File: src/rtl/imem_pkg.sv
// imem_pkg: shared IMEM geometry, fill word and loader state encoding
package imem_pkg;
  localparam int IMEM_DEPTH = 128;
  localparam int IDX_W = 8;
  localparam logic [31:0] FILL_WORD = 32'h0000_0063;
  typedef enum logic [1:0] {IDLE, RECV, FILL, RUN} state_t;
endpackage

File: src/rtl/byte_packer.sv
// byte_packer: assembles four little-endian bytes into a word, flagging completion a cycle later
module byte_packer (
  input  logic        clk,
  input  logic        rst,
  input  logic        clr,
  input  logic        accept,
  input  logic [7:0]  data,
  output logic        word_valid,
  output logic [31:0] word
);
  logic [1:0] cnt;
  // byte k lands in bits [8k+7:8k]; word_valid pulses once the fourth byte is in
  always_ff @(posedge clk) begin
    if (rst || clr) begin
      cnt <= '0;
      word <= '0;
      word_valid <= 1'b0;
    end else begin
      word_valid <= accept && cnt == 2'd3;
      if (accept) begin
        word[{cnt, 3'b000} +: 8] <= data;
        cnt <= cnt + 2'd1;
      end
    end
  end
endmodule

File: src/rtl/imem_boot_loader.sv
// imem_boot_loader: loads IMEM from a byte stream, pads with halt words, then releases the core
module imem_boot_loader
  import imem_pkg::*;
(
  input  logic             clk,
  input  logic             rst,
  input  logic             load_start,
  input  logic [IDX_W:0]   load_len,
  input  logic             rx_valid,
  input  logic [7:0]       rx_data,
  output logic             rx_ready,
  output logic             mem_we,
  output logic [IDX_W-1:0] mem_waddr,
  output logic [31:0]      mem_wdata,
  output logic             cpu_hold,
  output logic             load_done,
  output logic             load_err
);
  state_t state, state_n;
  logic [IDX_W:0] len;
  logic [IDX_W-1:0] word_cnt;
  logic [31:0] word;
  logic word_valid, accept, idle_or_run, legal, start_ok, last_data, last_idx;
  assign accept = rx_valid && rx_ready;
  assign idle_or_run = state == IDLE || state == RUN;
  assign legal = load_len != '0 && load_len <= (IDX_W+1)'(IMEM_DEPTH);
  assign start_ok = load_start && legal && idle_or_run;
  assign last_data = {1'b0, word_cnt} == len - 1'b1;
  assign last_idx = word_cnt == IDX_W'(IMEM_DEPTH - 1);
  byte_packer u_packer (
    .clk(clk),
    .rst(rst),
    .clr(start_ok),
    .accept(accept),
    .data(rx_data),
    .word_valid(word_valid),
    .word(word)
  );
  // state register
  always_ff @(posedge clk) begin
    if (rst) state <= IDLE;
    else state <= state_n;
  end
  // next state and write-port/handshake outputs; one counter serves data and fill addresses
  always_comb begin
    state_n = start_ok ? RECV : state;
    rx_ready = state == RECV;
    mem_we = state == FILL || (state == RECV && word_valid);
    mem_waddr = state == RECV || state == FILL ? word_cnt : '0;
    mem_wdata = state == FILL ? FILL_WORD : state == RECV ? word : '0;
    cpu_hold = state != RUN;
    load_done = state == RUN;
    if (state == RECV && word_valid && last_data)
      state_n = len < (IDX_W+1)'(IMEM_DEPTH) ? FILL : RUN;
    if (state == FILL && last_idx) state_n = RUN;
  end
  // length latch, word/fill counter and sticky error flag
  always_ff @(posedge clk) begin
    if (rst) begin
      len <= '0;
      word_cnt <= '0;
      load_err <= 1'b0;
    end else if (start_ok) begin
      len <= load_len;
      word_cnt <= '0;
      load_err <= 1'b0;
    end else begin
      if (load_start && idle_or_run) load_err <= 1'b1;
      if (mem_we && !last_idx) word_cnt <= word_cnt + 1'b1;
    end
  end
endmodule

File: config.mk
export PLATFORM = sky130hd
export DESIGN_NAME = imem_boot_loader
export DESIGN_NICKNAME = d
export VERILOG_FILES = /design/src/rtl/imem_pkg.sv /design/src/rtl/byte_packer.sv /design/src/rtl/imem_boot_loader.sv
export SDC_FILE = /design/constraint.sdc
export NUM_CORES = 1
export LEC_CHECK = 0
export ABC_CLOCK_PERIOD_IN_PS = 3100
export CAP_MARGIN = 25
export CORE_ASPECT_RATIO = 1.2
export CORE_MARGIN = 3
export CORE_UTILIZATION = 45
export DETAILED_ROUTE_END_ITERATION = 16
export PLACE_DENSITY = 0.74
export SLEW_MARGIN = 10
export SYNTH_ARGS = -nofsm -noshare
export SYNTH_HDL_FRONTEND = slang
export SYNTH_SLANG_ARGS = --single-unit
File: constraint.sdc
create_clock -name clk -period 3.1 [get_ports clk]
set_input_delay 0.465 -clock clk [delete_from_list [all_inputs] [get_ports clk]]
set_output_delay 0.465 -clock clk [all_outputs]
set_load 0.01 [all_outputs]
* Word-level counts from Yosys, hierarchy flattened
Cells that the tools add are included.
Operators by class: add/subtract/negate cells 4, multipliers 0, divide/modulo/power cells 0, magnitude comparators 2, equality and inequality tests 7, shift operators 2, multiplexer cells 8, bitwise operators 0, reduce and logical (&&, ||, !) cells 19
Operators by type and width (number):
- 32-bit 2-to-1 mux | 2
- 32-bit bitwise mux | 1
- 8-bit by 7-bit variable shift with 32-bit output (first input constant) | 1
- 8-bit by 7-bit indexed part select with 32-bit output | 1
- 1-bit logical AND | 10
- 8-bit by 9-bit equality test with 1-bit output | 1
- 9-bit by 8-bit less-or-equal comparator with 1-bit output (second input constant) | 1
- 9-bit by 8-bit < comparator with 1-bit output (second input constant) | 1
- 9-bit nonzero test | 1
- 9-bit by 1-bit subtractor with 9-bit output (second input constant) | 1
- 8-bit by 1-bit adder with 8-bit output (second input constant) | 1
- 8-bit by 7-bit equality test with 1-bit output (second input constant) | 1
- 8-bit 2-to-1 mux | 1
- 5-bit negator with 7-bit output | 1
- 2-bit equality test (second input constant) | 3
- 2-bit 2-to-1 mux | 3
- 1-bit logical OR | 4
- 3-bit nonzero test | 1
- 2-bit by 1-bit adder with 2-bit output (second input constant) | 1
- 2-bit by 1-bit equality test with 1-bit output (second input constant) | 1
- 2-bit logical NOT | 1
- 2-bit != test (second input constant) | 1
- 2-bit OR reduction | 1
- 1-bit logical NOT | 1
- 1-bit 2-to-1 mux | 1
Word-level totals: register bits 55, bits in latches 0, memory bits (writable) 0, memory bits (read-only) 0, bits of input ports 21, output and inout bits 45, word-level logic and storage cells 49, memories kept 0

* Logic depth before layout (Yosys ltp)
Gate-level depths: netlist of the first run.
depth after elaboration 7, mapped depth 9, depth with buffers taken out 8

* By module
Synthesis of the first run repeated with hierarchy kept, for this count alone.
Unflattened totals: cells, all modules 333, area total of the unflattened synthesis 2856.5 µm²
Modules (own cells, without submodules):
- imem_boot_loader | instances 1, cells an instance 183, area each 1460.2 µm², seq. area each 400.4 µm²
- byte_packer | instances 1, cells an instance 150, area each 1396.3 µm², seq. area each 700.7 µm²

* Least setup slack after synthesis of the first run
No wires, ideal clock.
kind flip-flop to flip-flop, from register state[0], to register u_packer.word[0], data arrival time 2.039 ns, data required time 2.972 ns, path slack 0.933 ns, cell stages (with the launch flop) 10, buffers on the path 3, period minus slack after synthesis 2.167 ns, cell sequence dfxtp_1 inv_1 ha_1 clkbuf_1 and4b_1 and3_2 or3_1 clkbuf_1 clkbuf_1 nor2_1
On the way: cells in the longest elaborated chain, start to end 4, elaborated cells between the ends (all ways) 7, classes of those cells eq/ne (2); reduce/logical (5)
RTL lines:
- from (decl) | line imem_boot_loader.sv:19 | state_t state, state_n;
- from (signal assigned) | line imem_boot_loader.sv:42 | else state <= state_n;
- 2-bit equality test or 2-bit logical NOT (tied branches) | line imem_boot_loader.sv:25 | assign idle_or_run = state == IDLE || state == RUN;
- 1-bit logical OR | line imem_boot_loader.sv:25
- 1-bit logical AND | line imem_boot_loader.sv:27 | assign start_ok = load_start && legal && idle_or_run;
- 1-bit logical OR | line byte_packer.sv:14 | if (rst || clr) begin
- to (signal, indexed assignment) | line byte_packer.sv:21 | word[{cnt, 3'b000} +: 8] <= data;
- to (decl) | line byte_packer.sv:9 | output logic [31:0] word
Parallel ways exist; a longest one is shown, timed or not. A chain may end at the register's enable or synchronous reset.

* Worst setup path after layout of the first run
from register state[0], to output mem_wdata[2]
On the way: cells in the longest elaborated chain, start to end 3, elaborated cells between the ends (all ways) 4, classes of those cells eq/ne (2); mux (2)
RTL lines:
- 2-bit by 1-bit equality test with 1-bit output | line imem_boot_loader.sv:50 | mem_wdata = state == FILL ? FILL_WORD : state == RECV ? word : '0;
- 32-bit 2-to-1 mux | line imem_boot_loader.sv:50
- 32-bit 2-to-1 mux (*) | line imem_boot_loader.sv:50
- to (decl) | line imem_boot_loader.sv:14 | output logic [31:0] mem_wdata,
Mark *: on every way between the ends. The rest lies on a longest branch, timed or not.

==> metrics, run 1 <==
die width 77.0 µm; number of port buffers 65; die area roughly 7000 µm²; CP startpoint state[0]; RSZ-0062 raised after global routing no; initial antenna violation count 0; ant diodes 0; Max Slew Vio Count 0; Worst-Margin Slew around 730 ps; FP Rows 30; syn_nets 344; Area Growth Syn to Fin 31.7%; via count roughly 2400; Core ar. roughly 5700 µm²; Synth Instances between 300 and 400; leakage roughly 1.4 nW; largest family of logic cells by synthesized area simple AND/OR/NAND/NOR gates; I/O pin total 66; Top FF cell, synth dfxtp_1; fraction of the mapped netlist area in adder cells 0.0459; post-CTS sizing 0; Max clock buf depth 2; TritonCTS buffer count 5; Netlist cell types 44; Fin Hold WS 484 ps; HP Start load_err; post-synth top area share 0.404; CP Max Fanout 28; multiplexer share of the synthesized area 0.0276; Achievable Freq 376 MHz; Post-synth EDFFs 0; share of layout cells above drive strength 1 0.0735; Setup Fix Bufs, Post-CTS 0; Worst Setup End Kind output pin; antenna-violating nets left 0; htree depth 2; Hold Fails Final Rpt 0; Synth area leader dfxtp_1; Setup crit start kind flip-flop; clk root buf clkbuf_8; minimum clock period about 2700 ps; CTS sink cnt between 50 and 60; DRT Wirelength 6520 µm; fin crit share 0.857; GPL Wtd Cong around 0.83; CP required approximately 2600 ps; WP data arrival approximately 2200 ps; largest net degree at the start of global routing between 40 and 50; DRT iter0 DRCs roughly 120; Post-CTS Hold Fix Bufs 0; vias in the first global route 2255; Die Ht 91.2 µm; initial core utilization 0.474; Max IR drop VDD between 0.0002 and 0.00025 V; top post-synthesis cells by area dfxtp_1, a22oi_1, nor2_1; Ys Warns 0; clk_skew 6.47 ps; area of the multi-input gates roughly 1500 µm²; Post-Syn Area 2720 µm²; gr usage total 0.188; #FFs+latches synth between 50 and 60; Filler cells between 500 and 600; register area 1100 µm²; DR pass1 iterations 4; Skew-Pair Late Insertion Delay 300 ps; Worst slew margin 0.508; max cap viols 0; commonest non-fill, non-tap cell in the layout clkdlybuf4s50_1; # nets final around 400; Clk pin slew, worst setup/hold paths about 90 ps; post-synthesis sequential area ratio 0.404; Power Density 355 nW/µm²; CTS tree built; xor/xnor cell area share of the yosys netlist 0.0482; syn avg cell area roughly 8.7 µm²; routed length per instance 14.1 µm; GRT overflow 0; most frequent cells in the layout clkdlybuf4s50_1, nor2_1, dfxtp_1, a22oi_1, and2_1; post-DP HPWL around 4800 µm; Worst Hold Class flip-flop to flip-flop; drt drc 0; post-synthesis compound-gate area fraction 0.158; ys async rst share 0; outcome complete, no violations; first-pass GRT wire length about 11000 µm; routed vias/inst about 5.2; final number of setup-violating endpoints 0; Simple-Gate Fraction of Synth Area 0.277; critical path class flip-flop to output pin; R2R Path Start state[0]; setup TNS 0 ps
-- cell type report --
cell class | instances | share of cell area
Timing Repair Buffer | 73 | 0.202
Sequential cell | 55 | 0.307
Tap cell | 80 | 0.0279
Multi-Input combinational cell | 233 | 0.423
Clock buffer | 8 | 0.0279
Inverter | 12 | 0.0126
-- final timing paths --
| check | end | slack [ps] | cells after the start |
|---|---|---|---|
| setup reg to reg | len[5] | 860 | 7 |
| setup / recovery | mem_wdata[2] | 440 | 6 |
| hold reg to reg | load_err | 480 | 2 |
| hold / removal | load_err | 480 | 2 |
-- cell usage after synthesis (all sizes together) (7+ instances only) --
cell,n
a21oi,8
ha,10
and2,28
nand3,8
nor2,58
dfxtp,55
nor2b,8
xnor2,9
a22oi,32
clkbuf,10
nand2,14
inv,12
nor3,7
-- worst max-delay path, stage by stage, from the launching register on --
cell and delay (ps):
dfxtp_1 410, ha_1 170, buf_4 190, nor2b_1 140
buf_4 250, and2_1 200, clkdlybuf4s50_1 540
-- flip-flops by register name, indices dropped and copies added, names as in the netlist --
signal / cells
len: 9
load_err: 1
state: 2
u_packer.cnt: 2
u_packer.word: 32
u_packer.word_valid: 1
word_cnt: 8
-- metrics by stage --
| stage | instance area, µm² | power (W) | cells | setup WS (ps) | util |
|---|---|---|---|---|---|
| global placement | 3490 | 0.000870 | 453 | 708 | 0.607 |
| global route | 3590 | 0.00133 | 461 | 315 | 0.625 |
| detailed placement | 3490 | 0.000872 | 453 | 653 | 0.607 |
| finish | 3590 | 0.00128 | 461 | 442 | 0.625 |
| CTS | 3590 | 0.00129 | 461 | 429 | 0.625 |
| floorplan | 2720 | 0.000814 | 313 | 933 | - |
-- metal layers --
metal  GRT usage  routed length (µm)  vias up
li1            -                   -     1214
met1       0.241                2980     1116
met2       0.312                3100       72
met3      0.0496                 368        8
met4      0.0504                  73        0
met5           0                   0        -
-- power breakdown --
part / leakage [nW] / internal [W] / switching [W] / total [W]
combinational: 0.869 / 0.0000631 / 0.0000695 / 0.000133
sequential: 0.444 / 0.000714 / 0.00000943 / 0.000723
clock: 0.0515 / 0.000204 / 0.000215 / 0.000420
-- cell families (layout without fill, tap and decap cells) --
logic type                 after synthesis  after routing
xor gates and xnor gates                15             15
adders and majority gates               10             10
and+or+nand+nor                        147            147
DFF                                     55             55
muxes                                    7              7
AOI/OAI and AO/OA                       54             54
buffers and inverters                   25             93
(Power assumes the default switching activity.)
==> run 2, diff against run 1 <==
--- a/config.mk
+++ b/config.mk
@@ -6,12 +6,13 @@
 export NUM_CORES = 1
 export LEC_CHECK = 0
 export ABC_CLOCK_PERIOD_IN_PS = 3100
-export CAP_MARGIN = 25
+export CAP_MARGIN = 30
 export CORE_ASPECT_RATIO = 1.2
 export CORE_MARGIN = 3
-export CORE_UTILIZATION = 45
+export CORE_UTILIZATION = 49
 export DETAILED_ROUTE_END_ITERATION = 16
-export PLACE_DENSITY = 0.74
+export GPL_TIMING_DRIVEN = 0
+export PLACE_DENSITY = 0.79
 export SLEW_MARGIN = 10
 export SYNTH_ARGS = -nofsm -noshare
 export SYNTH_HDL_FRONTEND = slang
==> metrics, run 2 (synthesis results as in run 1) <==
outcome complete, no violations; FP Rows 29; sw power between 0.0003 and 0.0004 W; GPL Wtd Cong 0.812; antenna-violating nets left 0; # nets final roughly 420; initial core utilization 0.511; GRT overflow 0; CTS tree built; Pint 0.000935 W; Die Ht between 80 and 90 µm; Clk pin slew, worst setup/hold paths ~100 ps; R2R Path Start state[0]; Final Worst Setup Slack ~190 ps; ant diodes 0; Clock Power Share 0.310; Sw Share 0.248; Max Slew Vio Count 0; drt drc 0; CP startpoint state[0]; leakage about 1.4 nW; RSZ-0062 raised after global routing no; htree depth 2; Setup Fix Bufs, Post-CTS 0; critical path class flip-flop to output pin; via count 2485; Setup crit start kind flip-flop; vias in the first global route between 2000 and 2500; DR pass1 iterations 4; Worst Setup End Kind output pin; CP Max Fanout 10; most frequent cells in the layout clkdlybuf4s50_1, nor2_1, dfxtp_1, a22oi_1, and2_1; Max IR drop VDD slightly below 0.0003 V; gr usage total 0.229; CP required between 2000 and 3000 ps; Placed Cells incl. Taps 442; I/O pin total 66; Achievable Freq about 340 MHz; Core ar. about 5300 µm²; number of port buffers between 60 and 70; Worst Hold Class flip-flop to flip-flop; CP most frequent cell clkbuf_2; Final Non-Filler Cells 450; Skew-Pair Late Insertion Delay ~300 ps; share of layout cells above drive strength 1 0.0722; initial antenna violation count 0; DRT iter0 DRCs ~110; routed vias/inst approximately 5.5; Filler cells about 470; CP peak stage delay between 500 and 600 ps; WP data arrival around 2500 ps; Max clock buf depth 2; largest net degree at the start of global routing 16; Worst-Margin Slew between 700 and 800 ps; Placement Setup Slack 232 ps; slowest stage cell on the critical path clkdlybuf4s50_1; Power Density approximately 350 nW/µm²; die width 74.1 µm; power share of the combinational group 0.109; post-DP HPWL about 5300 µm; fin crit share 0.939; clk_skew 7.09 ps; routed length per instance between 15 and 20 µm; Final Power ~0.0012 W; minimum clock period between 2000 and 3000 ps; die area between 6000 and 7000 µm²; setup TNS 0 ps; max reg flops 32; CTS sink cnt 55; Regs by FF count u_packer.word x32, len x9, word_cnt x8; Worst slew margin 0.479; DRT Wirelength roughly 7000 µm; commonest non-fill, non-tap cell in the layout clkdlybuf4s50_1; clk root buf clkbuf_8; max cap viols 0; final number of setup-violating endpoints 0; top register by number of flip-flops u_packer.word; worst path cell trace ha_2, clkbuf_4, nor2b_1, clkbuf_2, clkbuf_2, and2_1, clkdlybuf4s50_1; Hold Fails Final Rpt 0; HP Start load_err; Area Growth Syn to Fin 30.8%; first-pass GRT wire length between 10000 and 15000 µm; Flop pwr share 0.582; TritonCTS buffer count 5
## run 2: cell types whose count changed in the layout (fill, tap and decap cells not counted), moves of 2 or more
cell,previous run,this run
clkbuf_2,0,3
clkbuf_8,7,5
buf_4,7,1
clkbuf_1,1,9
clkdlybuf4s18_2,0,2
## run 2: final timing paths
path,to,slack (ps),cells past startpoint
hold / removal,load_err,480,2
setup / recovery,mem_wdata[13],190,7
hold reg to reg,load_err,480,2
setup reg to reg,u_packer.word[28],390,9
## run 2: per-layer routing
layer | vias up | share of wire | GRT usage
li1 | 1233 | - | -
met1 | 1172 | 0.43 | 0.266
met2 | 67 | 0.51 | 0.406
met3 | 13 | 0.036 | 0.0459
met4 | 0 | 0.025 | 0.0906
met5 | - | 0 | 0
## run 2: power groups by stage
stage          Clock [W]  Combinational, W  Sequential (W)
2_1_floorplan          0         0.0000768        0.000737
3_3_place_gp           0          0.000131        0.000739
3_5_place_dp           0          0.000133        0.000739
4_1_cts         0.000393          0.000135        0.000723
5_1_grt         0.000430          0.000147        0.000724
6_report        0.000385          0.000135        0.000723
## run 2: critical path, delay by kind of cell, from the launching register on
kind / cells / cell delay, ps
DFF: 1 / 390
adders and majority gates: 1 / 260
buffers and inverters: 4 / 1180
and+or+nand+nor: 2 / 310
## run 2: what timing repair did
action / CTS / global route
hold buffers: 0 / 0
gates resized for setup: 3 / 2
hold endpoints to repair: 0 / 0
endpoints found under the setup margin: 20 / 20
## run 2: area by class of cell
| type | instances | area (µm²) | share of cell area |
|---|---|---|---|
| clock buffer | 7 | 76.3 | 0.0214 |
| tap | 62 | 77.6 | 0.0218 |
| multi-input combinational | 233 | 1520 | 0.427 |
| timing repair buffer | 67 | 672 | 0.189 |
| sequential | 55 | 1100 | 0.309 |
| buffer | 13 | 66.3 | 0.0186 |
| inverter | 12 | 45.0 | 0.0126 |
| clock inverter | 1 | 5.00 | 0.00140 |
## run 2: metrics by stage
stage,hold WS [ps],utilization,instance area (µm²)
after floorplan,450,-,2720
after global placement,459,0.645,3440
after detailed placement,467,0.651,3470
after CTS,489,0.667,3560
after global routing,526,0.668,3560
final,479,0.668,3560
==> run 3, diff against run 2 <==
--- a/config.mk
+++ b/config.mk
@@ -12,6 +12,7 @@
 export CORE_UTILIZATION = 49
 export DETAILED_ROUTE_END_ITERATION = 16
 export GPL_TIMING_DRIVEN = 0
+export HOLD_SLACK_MARGIN = 0.06
 export PLACE_DENSITY = 0.79
 export SLEW_MARGIN = 10
 export SYNTH_ARGS = -nofsm -noshare
==> results of run 3 <==
No change in the layout: final DEF, timing and power equal those of run 2.
